==> src/rtl/gf_2393_pkg.sv <==
// Shared constants and state type for the mod-2393 arithmetic datapath
// (serial multiplier and Barrett reducer).
package gf_2393_pkg;

  localparam int unsigned Q     = 2393;
  localparam int unsigned W     = 12;
  localparam int unsigned PW    = 23;
  localparam int unsigned CNT_W = 4;

  localparam logic [W-1:0]     Q_W      = W'(Q);
  localparam logic [CNT_W-1:0] LAST_BIT = CNT_W'(W - 1);

  typedef enum logic [1:0] {
    IDLE,
    BUSY,
    DONE
  } state_e;

endpackage

==> src/rtl/mul_serial_2393.sv <==
// Shift-and-add multiplier: one multiplier bit per cycle, LSB first, with
// valid/ready on both sides; feeds the Barrett reducer for Q = 2393.
module mul_serial_2393
  import gf_2393_pkg::*;
(
  input  logic          clk,
  input  logic          rst_n,
  input  logic          in_valid,
  output logic          in_ready,
  input  logic [W-1:0]  a_i,
  input  logic [W-1:0]  b_i,
  output logic          out_valid,
  input  logic          out_ready,
  output logic [PW-1:0] product_o,
  output logic          err_o
);

  state_e             state_q, state_d;
  logic [2*W-1:0]     a_sh_q, a_sh_d;
  logic [W-1:0]       b_sh_q, b_sh_d;
  logic [2*W-1:0]     acc_q, acc_d;
  logic [CNT_W-1:0]   cnt_q, cnt_d;
  logic               err_pend_q, err_pend_d;
  logic [PW-1:0]      prod_q, prod_d;
  logic               err_q, err_d;

  logic               accept;
  logic [2*W-1:0]     acc_sum;

  assign in_ready  = (state_q == IDLE) || ((state_q == DONE) && out_ready);
  assign accept    = in_valid && in_ready;
  assign out_valid = (state_q == DONE);
  assign product_o = prod_q;
  assign err_o     = err_q;

  assign acc_sum = acc_q + (b_sh_q[0] ? a_sh_q : '0);

  always_comb begin
    state_d    = state_q;
    a_sh_d     = a_sh_q;
    b_sh_d     = b_sh_q;
    acc_d      = acc_q;
    cnt_d      = cnt_q;
    err_pend_d = err_pend_q;
    prod_d     = prod_q;
    err_d      = err_q;

    unique case (state_q)
      BUSY: begin
        acc_d  = acc_sum;
        a_sh_d = a_sh_q << 1;
        b_sh_d = b_sh_q >> 1;
        cnt_d  = cnt_q + 1'b1;
        // Outputs are only touched on the final iteration so they stay frozen while BUSY.
        if (cnt_q == LAST_BIT) begin
          state_d = DONE;
          prod_d  = acc_sum[PW-1:0];
          err_d   = err_pend_q;
        end
      end
      DONE: begin
        if (out_ready && !in_valid) state_d = IDLE;
      end
      default: ;
    endcase

    // Shared by IDLE and DONE: in_ready already encodes which state may accept.
    if (accept) begin
      state_d    = BUSY;
      a_sh_d     = {{W{1'b0}}, a_i};
      b_sh_d     = b_i;
      acc_d      = '0;
      cnt_d      = '0;
      err_pend_d = (a_i >= Q_W) || (b_i >= Q_W);
    end
  end

  always_ff @(posedge clk or negedge rst_n) begin
    if (!rst_n) begin
      state_q    <= IDLE;
      a_sh_q     <= '0;
      b_sh_q     <= '0;
      acc_q      <= '0;
      cnt_q      <= '0;
      err_pend_q <= 1'b0;
      prod_q     <= '0;
      err_q      <= 1'b0;
    end else begin
      state_q    <= state_d;
      a_sh_q     <= a_sh_d;
      b_sh_q     <= b_sh_d;
      acc_q      <= acc_d;
      cnt_q      <= cnt_d;
      err_pend_q <= err_pend_d;
      prod_q     <= prod_d;
      err_q      <= err_d;
    end
  end

endmodule

==> config.mk <==
export PLATFORM = sky130hd
export DESIGN_NAME = mul_serial_2393
export DESIGN_NICKNAME = d
export VERILOG_FILES = /design/src/rtl/gf_2393_pkg.sv /design/src/rtl/mul_serial_2393.sv
export SDC_FILE = /design/constraint.sdc
export NUM_CORES = 1
export LEC_CHECK = 0
export ABC_AREA = 1
export CAP_MARGIN = 20
export CORE_MARGIN = 3
export CORE_UTILIZATION = 40
export CTS_BUF_LIST = sky130_fd_sc_hd__clkbuf_4
export CTS_CLUSTER_DIAMETER = 100
export DETAILED_ROUTE_END_ITERATION = 10
export DONT_BUFFER_PORTS = 1
export PLACE_DENSITY = 0.53
export SLEW_MARGIN = 10
export SYNTH_ARGS = -nofsm -noshare
export SYNTH_HDL_FRONTEND = slang
export SYNTH_SLANG_ARGS = --single-unit
export TNS_END_PERCENT = 1
==> constraint.sdc <==
create_clock -name clk -period 2.86 [get_ports clk]
set_clock_uncertainty 0.15 [all_clocks]
set_input_delay 0.286 -clock clk [delete_from_list [all_inputs] [get_ports clk]]
set_output_delay 0.286 -clock clk [all_outputs]
set_load 0.03 [all_outputs]
## After elaboration in Yosys (flattened, before gate mapping)

Index checks and enable logic that the tools add are counted.

- Output and inout bits: 26
- Logic and storage cells: 41
- Flip-flop bits (word level): 91

- Reductions and logical operators: 11
- Equality and inequality tests: 5
- Add/sub/neg operators: 2
- Mux-type cells: 13
- Magnitude comparators: 2

Operators with widths:

| cell | number |
|---|---|
| two-way mux 24 bit | 5 |
| adder 24 bit | 1 |
| >= comparator 12 bit (second input constant) | 2 |
| two-way mux 12 bit | 2 |
| two-way mux 4 bit | 2 |
| two-way mux 2 bit | 3 |
| adder 4 x 1 -> 4 bit (second input constant) | 1 |
| == test 4 bit (second input constant) | 1 |
| case mux 2 bit (2 select lines) | 1 |
| logical AND 1 bit | 3 |
| inequality test 3 x 1 -> 1 bit (second input constant) | 1 |
| inequality test 3 bit (second input constant) | 1 |
| AND reduction 3 bit | 1 |
| nonzero test 3 bit | 1 |
| == test 2 x 1 -> 1 bit (second input constant) | 1 |
| == test 2 bit (second input constant) | 1 |
| zero test 2 bit | 1 |
| logical OR 1 bit | 2 |
| AND reduction 2 bit | 1 |
| nonzero test 2 bit | 1 |
| zero test 1 bit | 1 |

## Depth between registers and ports, before layout

- Word-level depth: 6
- Gate-level depth with buffers: 16
- Depth with buffers taken out: 15

## Worst setup path before layout

Ideal clock, no wire load.

- Kind: reg2reg
- Start: register b_sh_q[0]
- End: register acc_q[16]
- Buffers on the path: 1
- Cell stages (with the launch flop): 17
- Arrival: 2086 ps
- Required time: 2593 ps
- Period minus slack after synthesis: 2353 ps
- Setup slack: 507 ps
- Setup time: 117 ps
- Cells stage by stage: dfrtp_1 clkbuf_1 nand2_1 inv_1 ha_1 inv_1 fa_1 inv_1 nand3_1 nand3_1 nand2_1 nand2_1 nand3_1 nand2_1 nand2_1 nand3_1 nand2_1

- Longest elaborated chain between the ends: 4

RTL lines:

| item | RTL line | source |
|---|---|---|
| from (decl) | mul_serial_2393.sv:20 | `logic [W-1:0] b_sh_q, b_sh_d;` |
| from (signal assigned) | mul_serial_2393.sv:91 | `b_sh_q <= b_sh_d;` |
| two-way mux 24 bit | mul_serial_2393.sv:36 | `assign acc_sum = acc_q + (b_sh_q[0] ? a_sh_q : '0);` |
| adder 24 bit | mul_serial_2393.sv:36 |  |
| two-way mux 24 bit | mul_serial_2393.sv:48 | `unique case (state_q)` |
| two-way mux 24 bit | mul_serial_2393.sv:68 | `if (accept) begin` |
| to (signal assigned) | mul_serial_2393.sv:83 | `acc_q <= '0;` |
| to (signal assigned) | mul_serial_2393.sv:92 | `acc_q <= acc_d;` |
| to (decl) | mul_serial_2393.sv:21 | `logic [2*W-1:0] acc_q, acc_d;` |

Every way passes these cells. The select of a mux whose other input is x is not followed.
A chain may end at the register's enable or synchronous reset.

## Worst setup path in the final report

- Start: register state_q[1]
- End: register state_q[0]

- Longest elaborated chain between the ends: 6

RTL lines:

| item | RTL line | source |
|---|---|---|
| from (decl) | mul_serial_2393.sv:18 | `state_e state_q, state_d;` |
| from (signal assigned) | mul_serial_2393.sv:89 | `state_q <= state_d;` |
| == test 2 bit | mul_serial_2393.sv:30 | `assign in_ready = (state_q == IDLE) \|\| ((state_q == DONE) && out_ready);` |
| logical AND 1 bit | mul_serial_2393.sv:30 |  |
| logical OR 1 bit (*) | mul_serial_2393.sv:30 |  |
| named net in_ready | mul_serial_2393.sv:9 | `output logic in_ready,` |
| logical AND 1 bit (*) | mul_serial_2393.sv:31 | `assign accept = in_valid && in_ready;` |
| inequality test 3 bit (no line), or another cell as far along | - |  |
| AND reduction 3 bit (no line) | - |  |

Mark *: on every way through the listed nets, which the timed path passes. The rest lies on a longest branch.

==> impl_metrics.tcl <==
set metrics [dict create \
    status "finished clean" \
    area.growth.synth_to_final_pct 12.7 \
    netlist_instances 772 \
    yosys_most_used_dff "dfrtp_1" \
    grt-ovfl-total 0 \
    core_um2 13300 \
    htreeDepth 3 \
    setup_ws_ns 0.234 \
    cts.sinks 89 \
    cts_tree "built" \
    crit_arrival_ns 2.89 \
    cts_setup_buffers 0 \
    dp_hpwl_um 10300 \
    routabilityCongestion 0.901 \
    synth_area_um2 5490 \
    postSynthAreaPerCell_um2 7.11 \
    finalHoldViolCount 0 \
    syn_nets 824 \
    p_sw_uw 2680 \
    fin_nets 858 \
    port_buffers 0 \
    synth_most_common_cell "nand2_1" \
    p_total_uw 5790 \
    start_kind "flip-flop" \
    seq_power_share_pct 37.9 \
    dr.pass1.iters 5 \
    worst_slew_pin_slew_ns 0.515 \
    synth_area_leaders "dfrtp_1, nand2_1, inv_1" \
    fillers 1390 \
    wl_per_cell_um 14.4 \
    die_w_um 123 \
    clock_latency_ns 0.48 \
    dp_slack_ns 0.385 \
    drive_above_1_share_pct 5.55 \
    cts.path.max_buffers 2 \
    final-setup-viol-count 0 \
    tns_ns 0 \
    relSlewSlack_pct 65.7 \
    grt_max_degree 90 \
    drtIter0Drc 194 \
    p_per_area_nw_per_um2 937 \
    yosys.area_share.simple_pct 31.8 \
    grtUsageTotal_pct 20.8 \
    pwr-share-comb_pct 47.8 \
    synth_top_family_by_area "simple AND/OR/NAND/NOR gates" \
    io_pins 54 \
    yosys.area_share.xor_xnor_pct 1.12 \
    antenna_found_initial 1 \
    crit_type "flip-flop to flip-flop" \
    fin_util_pct 46.3 \
    ant_nets 0 \
    post-route-period-util_pct 91.8 \
    yosysUniqueCellTypes 40 \
    grt_first_pass_wirelength_um 24600 \
    synth_commonest_cells "nand2_1, inv_1, dfrtp_1" \
    async_reset_ff_share_pct 100 \
    synth_top_area_share_pct 40.6 \
    required_ns 3.13 \
    ys_seq_area_share_pct 40.6 \
    p_leak_uw 0.00349 \
    swShare_pct 46.3 \
    drc 0 \
    synth_fa_ha_area_share_pct 5.61 \
    power_frac_clock_pct 14.3 \
    initial_core_util_pct 41.1 \
    rsz0062_at_grt "no" \
    yosys_warnings 0 \
    cp-end-kind "flip-flop" \
    via_per_inst 4.90 \
    fmax_ghz 0.381 \
    drt-total-wl_um 14200 \
    routed-via-count 4844 \
    path_clk_slew_ns 0.15 \
    yosysTopAreaCell "dfrtp_1" \
    cts_buffers 9 \
    fp.dieH_um 123 \
    cts-root-buf "clkbuf_4" \
    cp_max_fo 45 \
    synthMuxAreaShare_pct 0 \
    die_area_um2 15200 \
    slew_viol_final 0 \
    fin_crit_ns 2.63 \
    ir_drop_uv 506 \
    maxCapViolations 0 \
    grt_pass1_vias 4985 \
    rows 42 \
    hold_class "primary input to flip-flop" \
    p_int_uw 3110 \
    synth_edf_count 0 \
    ys_ff_latch 89 \
    synth-compound-area-share_pct 9.22 \
]
power groups by stage:
stage                     logic (uW)  clock network, uW  registers, uW
after global routing            3160                922           2270
final                           2770                828           2200
after floorplan                 2090                  0           2110
after detailed placement        2570                  0           2230
after global placement          2540                  0           2220
after CTS                       2770                859           2200
registers in the layout, indices dropped and copies added, names as in the netlist:
| name | cells |
|---|---|
| err_pend_q | 1 |
| state_q | 2 |
| err_o | 1 |
| a_sh_q | 23 |
| cnt_q | 4 |
| product_o | 23 |
| acc_q | 23 |
| b_sh_q | 12 |
layout make-up:
| class | instances | area (um2) | area share, % |
|---|---|---|---|
| Multi-Input combinational cell | 528 | 2620 | 42.4 |
| Clock inverter | 6 | 90.1 | 1.46 |
| Inverter | 137 | 524 | 8.48 |
| Timing Repair Buffer | 41 | 420 | 6.80 |
| Sequential cell | 89 | 2230 | 36.0 |
| Clock buffer | 10 | 75.1 | 1.21 |
| Tap cell | 176 | 220 | 3.56 |
| Antenna cell | 1 | 2.50 | 0.0405 |
layer usage:
metal  vias to the layer above  GRT usage, %  routed length (um)
met1                      2248          27.8                6660
li1                       2473             -                   -
met4                         0          9.62                 465
met2                        97          33.1                6470
met3                        26          3.16                 586
met5                         -             0                   0
through the flow:
step	cell area, um2	cells	hold slack [ns]
after CTS	6170	987	0.00250
final	6180	988	0.0448
after detailed placement	5610	933	-0.156
after global placement	5610	933	-0.157
after global routing	6180	988	0.0540
after floorplan	5490	772	-0.160
worst paths after layout:
check                                        from                       end  slack (ns)  cells past startpoint
setup / recovery           state_q[1]$_DFFE_PN0P_    state_q[0]$_DFFE_PN0P_        0.23                     11
hold / removal                             a_i[1]    err_pend_q$_DFFE_PN0P_        0.04                      6
min in group asynchronous                   rst_n      acc_q[9]$_DFFE_PN0P_        0.16                      2
hold reg to reg            b_sh_q[10]$_DFFE_PN0P_    b_sh_q[10]$_DFFE_PN0P_        0.35                      2
setup reg to reg           state_q[1]$_DFFE_PN0P_    state_q[0]$_DFFE_PN0P_        0.23                     11
max in group asynchronous                   rst_n  product_o[6]$_DFFE_PN0P_        1.93                      2
cells in the final DEF, fill, tap and decap left out, types with 3 or more instances in the layout:
| master | synthesis | routed |
|---|---|---|
| nand3_1 | 51 | 51 |
| o21ai_0 | 11 | 11 |
| o211ai_1 | 6 | 6 |
| nor2_1 | 33 | 33 |
| xnor2_1 | 5 | 5 |
| nand2_1 | 314 | 314 |
| o221ai_1 | 3 | 3 |
| clkbuf_4 | 0 | 10 |
| nand4_1 | 5 | 5 |
| inv_1 | 130 | 130 |
| dfrtp_1 | 89 | 89 |
| inv_2 | 4 | 4 |
| ha_1 | 23 | 23 |
| nand3b_1 | 6 | 6 |
| nor4_1 | 4 | 4 |
| a21oi_1 | 10 | 10 |
| o22ai_1 | 10 | 10 |
| dlygate4sd3_1 | 0 | 37 |
| buf_4 | 0 | 3 |
| nand2_4 | 3 | 3 |
| o211ai_2 | 8 | 8 |
| o21ai_1 | 15 | 15 |
cells by family (layout without fill, tap and decap cells):
group                      count (synthesis)  after routing
other                                      0              1
buffers and inverters                    155            194
AOI/OAI and AO/OA                         73             73
DFF                                       89             89
and+or+nand+nor                          424            424
adders and majority gates                 24             24
xor gates and xnor gates                   7              7
repair_timing:
item | 4_1_cts | 5_1_grt
hold buffers | 38 | 0
endpoints found under the setup margin | 0 | 1
resized for setup | 0 | 1
hold endpoints to repair | 118 | 0
critical path, cell delays in order, from the launching register on:
cell,delay (ns)
dfrtp_1,0.42
inv_2,0.08
o21ai_2,0.12
inv_2,0.11
nand2_4,0.24
nand2_4,0.22
inv_8,0.30
nand2_1,0.12
o221ai_2,0.09
nand2_1,0.07
nand2_1,0.06
dlygate4sd3_1,0.55
Power figures use the tool's default switching activity.
